## config.mk

```make
export PLATFORM = sky130hd
export DESIGN_NAME = shared_bus_scheduler
export DESIGN_NICKNAME = d
export VERILOG_FILES = /design/src/rtl/shared_bus_pkg.sv /design/src/rtl/shared_bus_rr_pick.sv /design/src/rtl/shared_bus_scheduler.sv
export SDC_FILE = /design/constraint.sdc
export NUM_CORES = 1
export LEC_CHECK = 0
export BUFFER_PORTS_ARGS = -buffer_cell sky130_fd_sc_hd__buf_4
export CORE_MARGIN = 3
export CORE_UTILIZATION = 41
export DETAILED_ROUTE_END_ITERATION = 10
export GPL_ROUTABILITY_DRIVEN = 0
export PLACE_DENSITY = 0.68
export SYNTH_ARGS = -nofsm -noshare
export SYNTH_HDL_FRONTEND = slang
export SYNTH_SLANG_ARGS = --single-unit
```

## constraint.sdc

```tcl
create_clock -name clk -period 2.2 [get_ports clk]
set_input_delay 0.11 -clock clk [delete_from_list [all_inputs] [get_ports clk]]
set_output_delay 0.11 -clock clk [all_outputs]
set_load 0.03 [all_outputs]
```

## src/rtl/shared_bus_pkg.sv

```systemverilog
// Shared bus scheduler package: FSM state type and default tenure limit.
package shared_bus_pkg;

  // Scheduler states; RELEASE is the mandatory one-cycle gap between tenures.
  typedef enum logic [1:0] {
    IDLE    = 2'd0,
    GRANT   = 2'd1,
    RELEASE = 2'd2
  } state_t;

  // Default maximum consecutive grant cycles per tenure.
  localparam int unsigned MaxHoldDefault = 8;

endpackage

```

## src/rtl/shared_bus_rr_pick.sv

```systemverilog
// Round-robin pick: lowest requesting index >= ptr, else lowest requesting index.
// Ports:
//   req    - per-requester request vector
//   ptr    - round-robin start index
//   onehot - one-hot selected requester (zero when nothing requested)
//   idx    - index of selected requester (0 when nothing requested)
//   any    - at least one request bit set
module rr_pick #(
  parameter int unsigned NumReq = 3
) (
  input  logic [NumReq-1:0]         req,
  input  logic [$clog2(NumReq)-1:0] ptr,
  output logic [NumReq-1:0]         onehot,
  output logic [$clog2(NumReq)-1:0] idx,
  output logic                      any
);

  localparam int unsigned IdxW = $clog2(NumReq);

  logic            hi_found;
  logic [IdxW-1:0] hi_idx;
  logic            lo_found;
  logic [IdxW-1:0] lo_idx;

  // Scan from the top down so the last hit is the lowest index in each class.
  always_comb begin
    hi_found = 1'b0;
    hi_idx   = '0;
    lo_found = 1'b0;
    lo_idx   = '0;
    for (int i = NumReq - 1; i >= 0; i--) begin
      if (req[i]) begin
        lo_found = 1'b1;
        lo_idx   = IdxW'(i);
        if (IdxW'(i) >= ptr) begin
          hi_found = 1'b1;
          hi_idx   = IdxW'(i);
        end
      end
    end
  end

  assign any    = lo_found;
  assign idx    = hi_found ? hi_idx : lo_idx;
  assign onehot = lo_found ? (NumReq'(1) << idx) : '0;

endmodule

```

## src/rtl/shared_bus_scheduler.sv

```systemverilog
// Shared bus scheduler: round-robin tenure arbiter with a per-tenure hold limit.
// Ports:
//   clk           - clock, all state on rising edge
//   rstN          - asynchronous active-low reset
//   req           - per-requester level request, held until done
//   last          - per-requester final-cycle marker (only the granted bit matters)
//   grant         - registered one-hot grant or zero
//   grant_valid   - registered OR of grant
//   grant_idx     - registered index of the granted requester, 0 when idle
//   force_release - registered one-cycle pulse when a tenure hit the hold limit
module shared_bus_scheduler
  import shared_bus_pkg::*;
#(
  parameter int unsigned NumReq  = 3,
  parameter int unsigned MaxHold = MaxHoldDefault
) (
  input  logic                      clk,
  input  logic                      rstN,
  input  logic [NumReq-1:0]         req,
  input  logic [NumReq-1:0]         last,
  output logic [NumReq-1:0]         grant,
  output logic                      grant_valid,
  output logic [$clog2(NumReq)-1:0] grant_idx,
  output logic                      force_release
);

  localparam int unsigned IdxW  = $clog2(NumReq);
  localparam int unsigned HoldW = $clog2(MaxHold + 1);

  state_t            state;
  logic [IdxW-1:0]   ptr;
  logic [HoldW-1:0]  hold_cnt;

  logic [NumReq-1:0] pick_onehot;
  logic [IdxW-1:0]   pick_idx;
  logic              pick_any;

  logic              cur_req;
  logic              cur_last;
  logic              done_norm;
  logic              hold_max;
  logic              tenure_end;
  logic [IdxW-1:0]   ptr_next;

  rr_pick #(
    .NumReq(NumReq)
  ) u_rr_pick (
    .req    (req),
    .ptr    (ptr),
    .onehot (pick_onehot),
    .idx    (pick_idx),
    .any    (pick_any)
  );

  // Exit decode on the granted index only; other requesters' req/last are ignored.
  assign cur_req    = req[grant_idx];
  assign cur_last   = last[grant_idx];
  assign done_norm  = !cur_req || cur_last;
  assign hold_max   = (hold_cnt == HoldW'(MaxHold - 1));
  assign tenure_end = done_norm || hold_max;
  assign ptr_next   = (grant_idx == IdxW'(NumReq - 1)) ? '0 : grant_idx + IdxW'(1);

  // Scheduler FSM with registered outputs.
  always_ff @(posedge clk or negedge rstN) begin
    if (!rstN) begin
      state         <= IDLE;
      ptr           <= '0;
      hold_cnt      <= '0;
      grant         <= '0;
      grant_valid   <= 1'b0;
      grant_idx     <= '0;
      force_release <= 1'b0;
    end else begin
      force_release <= 1'b0;
      case (state)
        IDLE, RELEASE: begin
          if (pick_any) begin
            state       <= GRANT;
            grant       <= pick_onehot;
            grant_valid <= 1'b1;
            grant_idx   <= pick_idx;
            hold_cnt    <= '0;
          end else begin
            state <= IDLE;
          end
        end
        GRANT: begin
          if (tenure_end) begin
            state         <= RELEASE;
            grant         <= '0;
            grant_valid   <= 1'b0;
            grant_idx     <= '0;
            ptr           <= ptr_next;
            // Pulse only when the hold limit alone ended the tenure.
            force_release <= !done_norm;
          end else if (!hold_max) begin
            hold_cnt <= hold_cnt + HoldW'(1);
          end
        end
        default: state <= IDLE;
      endcase
    end
  end

endmodule

```

==> summary by stage, run 1 <==
Run status
The run finished with clean final reports.

STA
The tightest hold path in the finished design has a slack of 0.1471 ns. The number of max-slew violations in the final report is 0. The ratio of final minimum period to clock period is 80.00%. The number of endpoints with negative hold slack in the final report is 0.

Derived from the worst setup path, the maximum achievable clock frequency is 568.2 MHz. Setup repair after global routing left no endpoint under its margin. The transition time at the pin with the least slew margin is 0.5497 ns. Measured against its own limit, the worst slew margin works out to 63.07%. The final total negative setup slack is 0 ns. The worst clock skew is 0.007910 ns. The clock period minus worst slack is 1.760 ns.

The total of endpoints with negative setup slack in the final report is 0.

Synthesis
Among all flip-flop cells after synthesis, the most frequent one is sky130_fd_sc_hd__dfrtp_1. Summing the sequential cell areas from Yosys gives 50.42% of the chip area. The netlist uses 25 different library cells. The synthesized design contains 15 register bits. After synthesis the cells add up to 744.5 µm². After technology mapping, the gate count stands at 74.

The number of enable flip-flop cells after synthesis is 0. Sorting the synthesized cells by how often they occur yields 15 x sky130_fd_sc_hd__dfrtp_1, 11 x sky130_fd_sc_hd__nand2_1, 7 x sky130_fd_sc_hd__o21ai_0. The most common cell in the synthesized netlist is sky130_fd_sc_hd__dfrtp_1.

Averaged over all synthesized cells, the footprint is 10.06 µm². After synthesis, the share of flip-flops with an asynchronous set or reset is 100.0%. Yosys attributes the largest share of cell area to sky130_fd_sc_hd__dfrtp_1 50%, sky130_fd_sc_hd__nand2_1 5.5%, sky130_fd_sc_hd__o21ai_0 4.7%, sky130_fd_sc_hd__nor2b_1 4.2%, sky130_fd_sc_hd__mux2_4 4.0%. The largest total area in the synthesized netlist belongs to sky130_fd_sc_hd__dfrtp_1. The number of nets in the synthesized netlist is 83.

In this run the biggest area consumer among cell types represents 50.42% of the synthesized area. The yosys synthesis warning count is 0.

Worst setup path
The worst setup path is captured at a register. STA classifies the critical path startpoint as a register. The arrival time reported for the critical path endpoint is 1.93 ns.

At the worst endpoint, the required time is 2.37 ns. In this design, the stage delay of the slowest critical-path cell is 0.45 ns. The critical-path cell with the highest stage delay is sky130_fd_sc_hd__dfrtp_1. Walking the worst path, the cells encountered are nor4bb_1 > or3_4 > a21oi_4 > mux2_4. Along the worst path, the maximum fanout reaches 9. The worst setup path category is register to register.

Clock network
Clock latency on the worst-skew pair, taken at its later pin, is 0.28 ns. The H-tree depth reported by CTS is 1. CTS placed an instance of sky130_fd_sc_hd__clkbuf_4 at the clock tree root. After clock tree synthesis, the flow added hold-fix buffers numbering 1. The clock slew seen by the registers of the worst setup and hold paths is 0.09 ns. The maximum buffer depth of the clock tree is 2.

The setup fix buffers added after clock tree synthesis is 0. The TritonCTS clock tree is yes. The number of clock buffers added by TritonCTS is 3. The number of cells upsized or downsized after cts is 0. The tree built by TritonCTS fans out to 15 sinks.

GRT
The number of global-route vias before repair is 567. For this run the aggregate overflow at the end of global routing stands at 0. The all-layer global routing usage is 14.16%. Entering global routing, the biggest net connects 16 pins. The initial antenna violation count is 0. The first-pass GRT wire length is 2539 µm.

Layout
In the final design database the tool counted 102 nets. The proportion of layout cells with a drive suffix above 1 is 22.83%. Cells fill 56.60% of the core in the end. The final-layout fill cell count is 152. The antenna cell count is 0. The synthesis-to-finish area growth is 22.52%. The finished layout cell area is 912.1 µm².

Routing
The number of vias per cell after detailed routing is 5.259. After detailed routing, the number of remaining DRC violations is 0. The first detailed-routing pass took 4 iterations. Summed over all layers, the routed wires come to 1483 µm. The count of routing violations after the opening detailed-route iteration is 17. The met3 layer wire length in the routed design is 105 µm. In this run the remaining antenna-violating nets after routing total 0. The detailed router put a total of 682 µm of wire on met1.

The post-detailed-route wirelength per cell is 12.78 µm. The top metal layer carrying routed signals is met4. The total number of vias is 610. Wire segments on met2 add up to 679 µm in the final route.

Pwr
The ratio of total power to cell area is 1232 nW/µm². Summed over all cells, the static leakage comes to 0.4166 nW. The peak ir drop on the vdd network is 643.4 µV.

Floorplanning
The floorplan step set the die width to 48.61 µm. Once the floorplan was initialized, standard cells occupied 46.20% of the core. The die outline area is 2363 µm². The floorplan die height is 48.61 µm. The top-level I/O count is 15. The row count is 14. The region available for standard cell placement spans 1612 µm².

Placement
The count of buffers added on input and output ports is 14. In this run the cell area measured after placement is 875.8 µm². The final HPWL from detailed placement is 1133 µm.

Min path
The tightest min-delay check is of the primary input to register type.

Run
Max-cap violations in this run came to 0.
flip-flops by register name (all words and copies together), names as in the netlist:
signal	count
hold_cnt	4
state	2
grant_valid	1
grant	3
force_release	1
grant_idx	2
ptr	2
metrics by stage:
step / worst slack, ns / total power (W) / instances
finish: 0.4401 / 0.001124 / 116
global route: 0.3720 / 0.001215 / 116
CTS: 0.4297 / 0.001140 / 116
detailed placement: 0.4443 / 0.0009791 / 111
global placement: 0.4752 / 0.0009734 / 111
floorplan: 0.3752 / 0.0008218 / 74
layer usage:
metal  GRT usage [%]  vias to the layer above
met5               0                        -
met1           16.80                      284
met2           23.30                       22
met3           3.988                        2
met4           7.109                        0
li1                -                      302
power breakdown:
part	total [W]	internal [W]	leakage, nW	switching, W
sequential	0.000461	0.000370	0.193	0.0000913
combinational	0.000508	0.000214	0.208	0.000294
clock	0.000155	0.0000704	0.0150	0.0000843
cells by family after synthesis:
logic type / after synthesis / share of synthesized area, %
AND/OR/NAND/NOR: 30 / 22.19
buffers and inverters: 5 / 2.520
multiplexers: 3 / 5.378
flip-flops: 15 / 50.42
adder cells (fa/ha/maj): 1 / 1.680
AO/OA/AOI/OAI: 20 / 17.82
final timing paths:
path	cells after the start	slack (ns)	startpoint	end
worst max-delay path	4	0.44	grant_idx[1]	ptr[0]
worst min-delay path	3	0.15	req[0]	grant[0]
worst max register to register	4	0.44	grant_idx[1]	ptr[0]
worst min register to register	1	0.51	hold_cnt[3]	hold_cnt[3]
max in group asynchronous	2	1.81	rstN	hold_cnt[1]
min in group asynchronous	2	0.21	rstN	ptr[1]
final cells by class:
| class | instances | area (µm²) | area share, % |
|---|---|---|---|
| Timing Repair Buffer | 15 | 115.1 | 12.62 |
| Clock buffer | 4 | 26.28 | 2.881 |
| Sequential cell | 15 | 375.4 | 41.15 |
| Tap cell | 24 | 30.03 | 3.292 |
| Inverter | 4 | 15.01 | 1.646 |
| Multi-Input combinational cell | 54 | 350.3 | 38.41 |
critical path: cells and delay by family, from the launching register on:
kind	cells	cell delay (ns)
simple gates	2	0.60
mux	1	0.32
compound gates	1	0.28
flops	1	0.45
layout by cell type (no fill, tap or decap):
cell and n:
sky130_fd_sc_hd__nand3b_1 1, sky130_fd_sc_hd__nor2b_1 5, sky130_fd_sc_hd__nor4bb_1 2, sky130_fd_sc_hd__o32ai_1 1
sky130_fd_sc_hd__mux2i_1 1, sky130_fd_sc_hd__clkbuf_1 1, sky130_fd_sc_hd__ha_1 1, sky130_fd_sc_hd__dfrtp_1 15
sky130_fd_sc_hd__o2111ai_1 1, sky130_fd_sc_hd__o211ai_1 4, sky130_fd_sc_hd__nor2_1 2, sky130_fd_sc_hd__nor4b_1 1
sky130_fd_sc_hd__inv_1 4, sky130_fd_sc_hd__buf_4 14, sky130_fd_sc_hd__mux2_4 2, sky130_fd_sc_hd__a21oi_1 3
sky130_fd_sc_hd__o22ai_1 1, sky130_fd_sc_hd__nand3_1 2, sky130_fd_sc_hd__nor3_1 3, sky130_fd_sc_hd__clkbuf_4 3
sky130_fd_sc_hd__nand2b_1 2, sky130_fd_sc_hd__o21ai_1 1, sky130_fd_sc_hd__or3_4 1, sky130_fd_sc_hd__o21ai_0 7
sky130_fd_sc_hd__nand2_1 11, sky130_fd_sc_hd__dlygate4sd3_1 1, sky130_fd_sc_hd__a21o_1 1, sky130_fd_sc_hd__a21oi_4 1
Note: power is estimated with default switching activity, not from simulation.
==> inputs of run 2 (changes only) <==
==> constraint.sdc (replaced) <==
create_clock -name clk -period 1.83 [get_ports clk]
set_input_delay 0.0915 -clock clk [delete_from_list [all_inputs] [get_ports clk]]
set_output_delay 0.0915 -clock clk [all_outputs]
set_load 0.03 [all_outputs]
==> summary by stage, run 2 (synthesis gave the netlist of run 1 again) <==
GRT
The largest net degree at the start of global routing is 16 (unchanged). The met3 usage in global routing is 5.828% (+1.8 points). The residual overflow from global routing is 0 (unchanged). The met1 demand-to-capacity share in global routing came to 20.27% (+3.5 points). The number of global-route vias before repair is 576 (+1.6%). The first-pass GRT wire length was 2753 µm (+8.4%). The all-layer global routing usage came to 14.99% (+0.84 points).

met2 is the most crowded layer. The met2 track demand over resource is 22.85% (-0.45 points). The initial antenna violation count came to 0 (unchanged).

Worst setup path
Among all stages on the critical path, the largest delay is contributed by sky130_fd_sc_hd__dfrtp_1. The worst setup path is launched from a register. The buffers plus inverters on the worst setup path came to 0 (unchanged).

The critical path goes through nor4bb_1 > or3_4 > a21oi_4 > mux2_4. The arrival time reported for the critical path endpoint came to 1.86 ns (-0.07 ns). The data required time of the worst path is 2.00 ns (-0.37 ns). The worst setup path is captured at a register. The maximum net fanout on the critical path came to 7 (-2). In this design, the largest share of critical-path delay is due to simple AND/OR/NAND/NOR gates. The largest incremental delay on the critical path is 0.45 ns (about the same). The worst setup path category is register to register.

Routing
The count of routing violations after the opening detailed-route iteration is 8 (-9). The DRC violations left was 0 (unchanged). The residual antenna-violating net count after detailed routing is 0 (unchanged). The total number of vias was 599 (-1.8%). The post-detailed-route wirelength per cell came to 13.27 µm (+3.8%).

The detailed-routing iteration count for the pre-antenna-repair pass was 3 (-1). The final routed wirelength across all metal layers is 1553 µm (+4.7%). The number of vias per cell after detailed routing came to 5.120 (-2.6%).

Floorplanning
The width of the chip is 48.61 µm (unchanged). The die outline area was 2363 µm² (unchanged). The row count was 14 (unchanged).

The top-level I/O count is 15 (unchanged). The floorplan die height came to 48.61 µm (unchanged). The core area is 1612 µm² (unchanged). The effective utilization at floorplan is 46.20% (unchanged).

Run
The number of max-cap violations is 0 (unchanged).

STA
The number of max-slew violations in the final report is 0 (unchanged). The worst clock skew is 0.004420 ns (-0.003491 ns). The number of endpoints with negative hold slack in the final report is 0 (unchanged).

The transition time at the pin with the least slew margin is 0.5816 ns (+0.03199 ns). Setup repair after global routing left no endpoint under its margin. The worst-case headroom to the max-slew limit was 60.93% (-2.1 points). The total of endpoints with negative setup slack in the final report is 0 (unchanged).

The final total negative setup slack is 0 ns (unchanged). The timing-limited maximum frequency is 591.9 MHz (+4.2%). The post-route worst setup slack came to 0.1405 ns (-0.2995 ns). The worst hold slack came to 0.1407 ns (-0.006445 ns).

The clock period minus worst slack is 1.689 ns (-0.07048 ns). The ratio of final minimum period to clock period came to 92.32% (+12 points).

Clock network
The number of clock sinks is 15 (unchanged). TritonCTS built the clock tree. The clock insertion delay at the later pin of the skew report came to 0.28 ns (about the same). The H-tree depth reported by CTS was 1 (unchanged). The root cell of the clock tree is sky130_fd_sc_hd__clkbuf_4. The maximum buffer depth of the clock tree is 2 (unchanged). The number of buffers inserted during clock tree synthesis is 3 (unchanged). The clock slew seen by the registers of the worst setup and hold paths came to 0.09 ns (about the same).

Layout
The flip-flop count of the largest register, all copies and words added was 4 (unchanged). The proportion of layout cells with a drive suffix above 1 is 24.73% (+1.9 points). The top cell types in the final layout, fill and taps aside, are 15 x sky130_fd_sc_hd__dfrtp_1, 15 x sky130_fd_sc_hd__buf_4, 11 x sky130_fd_sc_hd__nand2_1. Relative to the synthesized area, the layout overhead comes to 23.70%. In the final layout, the registers with the most flip-flops are hold_cnt: 4 flops, grant: 3 flops. The final-layout fill cell count is 156 (+2.6%). The number of nets in the finished design is 103 (+0.98%).

The antenna cell count is 0 (unchanged). The register with the most flip-flops is hold_cnt.

Pwr
The peak ir drop on the vdd network is 829.8 µV (+29%). The leakage power summed over all cells was 0.4244 nW (+1.9%). The ratio of total power to cell area is 1505 nW/µm² (+22%).

Placement
The quantity of I/O buffers inserted on ports is 14 (unchanged). The worst slack after detailed placement came to 0.1606 ns (-0.2837 ns). The final HPWL from detailed placement is 1200 µm (+5.9%).

Run status
The run finished with clean final reports.

Min path
The min-delay analysis places its worst path in the category primary input to register.
run 2: cell count changes in the layout (fill, tap and decap cells not counted), sizes merged:
cell	previous run	this run
clkinv	0	1
buf	14	15
clkbuf	4	3
run 2: final cells by class:
cell class	instances	area, µm²	share of cell area [%]
clock buffer	3	22.52	2.446
clock inverter	1	5.005	0.5435
inverter	4	15.01	1.630
multi-input combinational	54	350.3	38.04
sequential	15	375.4	40.76
tap	24	30.03	3.261
timing repair buffer	16	122.6	13.32
run 2: final timing paths:
check                        startpoint          end  slack [ns]  cells after the start
min reg2reg                 hold_cnt[3]  hold_cnt[3]        0.52                      1
max reg2reg                grant_idx[1]       ptr[1]        0.14                      4
max                        grant_idx[1]       ptr[1]        0.14                      4
max in group asynchronous          rstN       ptr[0]        1.46                      2
min                              req[0]     grant[0]        0.14                      3
min in group asynchronous          rstN     state[1]        0.20                      2
run 2: where the power goes:
part	internal [W]	switching, W
clock	0.0000812	0.000102
sequential	0.000444	0.000114
combinational	0.000272	0.000372
run 2: stage by stage:
stage / instance area, µm² / utilization [%] / instances / total power (W)
global placement: 883.3 / 54.81 / 112 / 0.001191
finish: 920.9 / 57.14 / 117 / 0.001386
floorplan: 744.5 / - / 74 / 0.0009879
global route: 920.9 / 57.14 / 117 / 0.001491
detailed placement: 883.3 / 54.81 / 112 / 0.001210
CTS: 920.9 / 57.14 / 117 / 0.001400
run 2: layer usage:
metal  up-vias  routed length [µm]
li1        302                   -
met1       284                 742
met2        11                 730
met3         2                  68
met4         0                  11
met5         -                   0
run 2: repair_timing:
action	4_1_cts	5_1_grt
hold endpoints to repair	15	0
resized for setup	0	0
setup buffers	0	0
hold buffers	1	0
run 2: tightest hold or removal path, delay by kind of cell:
| family | cells | cell delay, ns |
|---|---|---|
| compound gates | 1 | 0.09 |
| buf+inv | 2 | 0.20 |
==> inputs of run 3 (changes only) <==
==> constraint.sdc (replaced) <==
create_clock -name clk -period 1.7 [get_ports clk]
set_input_delay 0.085 -clock clk [delete_from_list [all_inputs] [get_ports clk]]
set_output_delay 0.085 -clock clk [all_outputs]
set_load 0.03 [all_outputs]
==> summary by stage, run 3 (synthesis gave the netlist of run 1 again) <==
Floorplanning
The top-level I/O count is 15 (unchanged). The width of the chip is 48.61 µm (unchanged). The floorplan die height is 48.61 µm (unchanged).

The effective utilization at floorplan is 46.20% (unchanged). The core area was 1612 µm² (unchanged). The row count was 14 (unchanged). The die outline area is 2363 µm² (unchanged).

Layout
The core occupancy in the finished layout is 58.62% (+1.5 points). The most common library cell in the layout ignoring fill and taps is sky130_fd_sc_hd__buf_4. The number of nets in the finished design is 104 (+0.97%).

The number of non-filler instances in the completed layout was 118 (+0.85%). The library cells used most frequently in the layout, excluding fill and tap cells, are 16 x sky130_fd_sc_hd__buf_4, 13 x sky130_fd_sc_hd__dfrtp_1, 11 x sky130_fd_sc_hd__nand2_1. The synthesis-to-finish area growth is 26.89%. The antenna cell count was 0 (unchanged). The finished layout cell area was 944.7 µm² (+2.6%). The flip-flop count of the largest register, all copies and words added is 4 (unchanged). The largest registers in the layout are hold_cnt: 4 flops, grant: 3 flops. The register with the most flip-flops is hold_cnt. The proportion of layout cells with a drive suffix above 1 is 27.66% (+2.9 points).

Worst setup path
The critical path in this run is classified as register to register. The cell depth of the worst flop-to-flop path came to 4 (unchanged). The critical path goes through nor4b_1 > nor3_1 > nor3_1 > mux2i_1. Counting stages on the worst path, the most repeated cell is sky130_fd_sc_hd__nor3_1. The path length in cells of the critical path was 4 (unchanged). The worst setup path is launched from a register. The family with the most delay on the worst path is simple AND/OR/NAND/NOR gates. The largest incremental delay on the critical path is 0.49 ns (+0.04 ns). STA classifies the critical path endpoint as a register. The arrival time reported for the critical path endpoint is 1.93 ns (+0.07 ns).

The slowest stage of the critical path is the sky130_fd_sc_hd__nor4b_1 cell. The maximum net fanout on the critical path was 7 (unchanged). The buffers plus inverters on the worst setup path came to 0 (unchanged). The data required time of the worst path is 1.90 ns (-0.10 ns).

Run status
The checks that failed: negative setup slack. The run finished, with violations left.

Placement
The worst slack after detailed placement is 0.06992 ns (-0.09064 ns). The quantity of I/O buffers inserted on ports is 14 (unchanged). The final HPWL from detailed placement is 1156 µm (-3.7%). The instance area at placement is 900.9 µm² (+2.0%). The placed cell count was 112 (unchanged).

Min path
The count of cells along the worst hold path was 3 (unchanged). In this run the worst hold path is classified as primary input to register.

GRT
The all-layer global routing usage came to 15.10% (+0.11 points). The initial antenna violation count was 0 (unchanged). The largest net degree at the start of global routing is 16 (unchanged). The first-pass GRT wire length is 2801 µm (+1.7%). The residual overflow from global routing is 0 (unchanged). The number of global-route vias before repair is 601 (+4.3%).

STA
The worst-case headroom to the max-slew limit is 63.37% (+2.4 points). The timing-limited maximum frequency was 578.7 MHz (-2.2%). The clock period minus worst slack is 1.728 ns (+0.03854 ns). The number of max-slew violations in the final report is 0 (unchanged). The post-route worst setup slack is -0.02800 ns (-0.1685 ns). The number of endpoints with negative hold slack in the final report is 0 (unchanged). The ratio of final minimum period to clock period is 101.6% (+9.3 points). The worst clock skew is 0.0005410 ns (-0.003879 ns). The transition time at the pin with the least slew margin is 0.5453 ns (-0.03639 ns). The total of endpoints with negative setup slack in the final report came to 1 (+1). Setup repair after global routing could not meet its margin everywhere.

Clock network
The tree is rooted in a sky130_fd_sc_hd__clkbuf_4. The clock insertion delay at the later pin of the skew report came to 0.28 ns (about the same). The TritonCTS clock tree is yes. The H-tree depth reported by CTS was 1 (unchanged). The number of cells upsized or downsized after cts is 0 (unchanged).

The number of clock sinks is 15 (unchanged). The number of buffers inserted during clock tree synthesis is 3 (unchanged). The maximum buffer depth of the clock tree was 2 (unchanged). The clock slew seen by the registers of the worst setup and hold paths is 0.09 ns (about the same).

Pwr
The combinational fraction of design power was 46.5% (about the same). The switching share of total power came to 42.03% (-0.41 points). The peak ir drop on the vdd network is 897.4 µV (+8.1%). The clock power share is 13.3% (about the same). The net switching power figure is 0.0006420 W (+9.1%). The cell-internal power came to 0.0008853 W (+11%). The ratio of total power to cell area is 1617 nW/µm² (+7.4%). The leakage power summed over all cells is 0.4296 nW (+1.2%). The sequential share of power came to 40.2% (about the same).

Routing
The count of routing violations after the opening detailed-route iteration is 29 (+21). The total number of vias is 615 (+2.7%). The number of vias per cell after detailed routing is 5.212 (+1.8%). The residual antenna-violating net count after detailed routing is 0 (unchanged).

The detailed-routing iteration count for the pre-antenna-repair pass was 4 (+1). The DRC violations left is 0 (unchanged). The final routed wirelength across all metal layers is 1639 µm (+5.5%). The post-detailed-route wirelength per cell was 13.89 µm (+4.6%).

Run
The number of max-cap violations is 0 (unchanged).
[run 3: worst reg2reg max path, delay by kind of cell (launching register included)]
| kind | cells | cell delay [ns] |
|---|---|---|
| muxes | 1 | 0.22 |
| DFF | 1 | 0.47 |
| and+or+nand+nor | 3 | 0.97 |
[run 3: path summary, 6_finish.rpt]
path,end,slack (ns),startpoint
max,hold_cnt[3],-0.03,grant_idx[0]
min,grant_idx[1],0.12,req[2]
max reg2reg,hold_cnt[3],-0.03,grant_idx[0]
min reg2reg,hold_cnt[3],0.53,hold_cnt[3]
max in group asynchronous,grant_idx[1],1.32,rstN
min in group asynchronous,force_release,0.19,rstN
[run 3: area by class of cell]
cell class | instances | area, µm²
fillers | 146 | 666.9
flip-flops and latches | 15 | 377.9
multi-input cells | 54 | 365.4
repair buffers | 17 | 130.1
well taps | 24 | 30.03
clock buffers | 4 | 26.28
inverters | 4 | 15.01
[run 3: per-stage QoR]
| step | power, W | hold slack (ns) | TNS, ns |
|---|---|---|---|
| finish | 0.001527 | 0.1239 | -0.02800 |
| global route | 0.001660 | 0.1486 | -1.195 |
| CTS | 0.001524 | 0.1211 | 0 |
| detailed placement | 0.001310 | -0.04645 | 0 |
| global placement | 0.001292 | -0.05236 | 0 |
| floorplan | 0.001082 | -0.2106 | -0.05875 |
[run 3: per-layer routing]
metal | up-vias | global-route usage [%] | routed length (µm)
met4 | 0 | 7.109 | 26
li1 | 305 | - | -
met3 | 4 | 3.374 | 103
met2 | 23 | 23.08 | 778
met1 | 283 | 20.19 | 731
met5 | - | 0 | 0
[run 3: power by group through the flow]
stage	sequential, W	clock [W]	combinational, W
5_1_grt	0.000640	0.000234	0.000786
2_1_floorplan	0.000707	0	0.000375
3_3_place_gp	0.000602	0	0.000690
3_5_place_dp	0.000614	0	0.000696
6_report	0.000614	0.000203	0.000710
4_1_cts	0.000608	0.000212	0.000704
[run 3: what timing repair did]
| item | CTS | global route |
|---|---|---|
| hold buffers | 1 | 0 |
| hold endpoints to repair | 15 | 0 |
| setup endpoints to repair | 0 | 4 |
| buffers inserted | 0 | 1 |
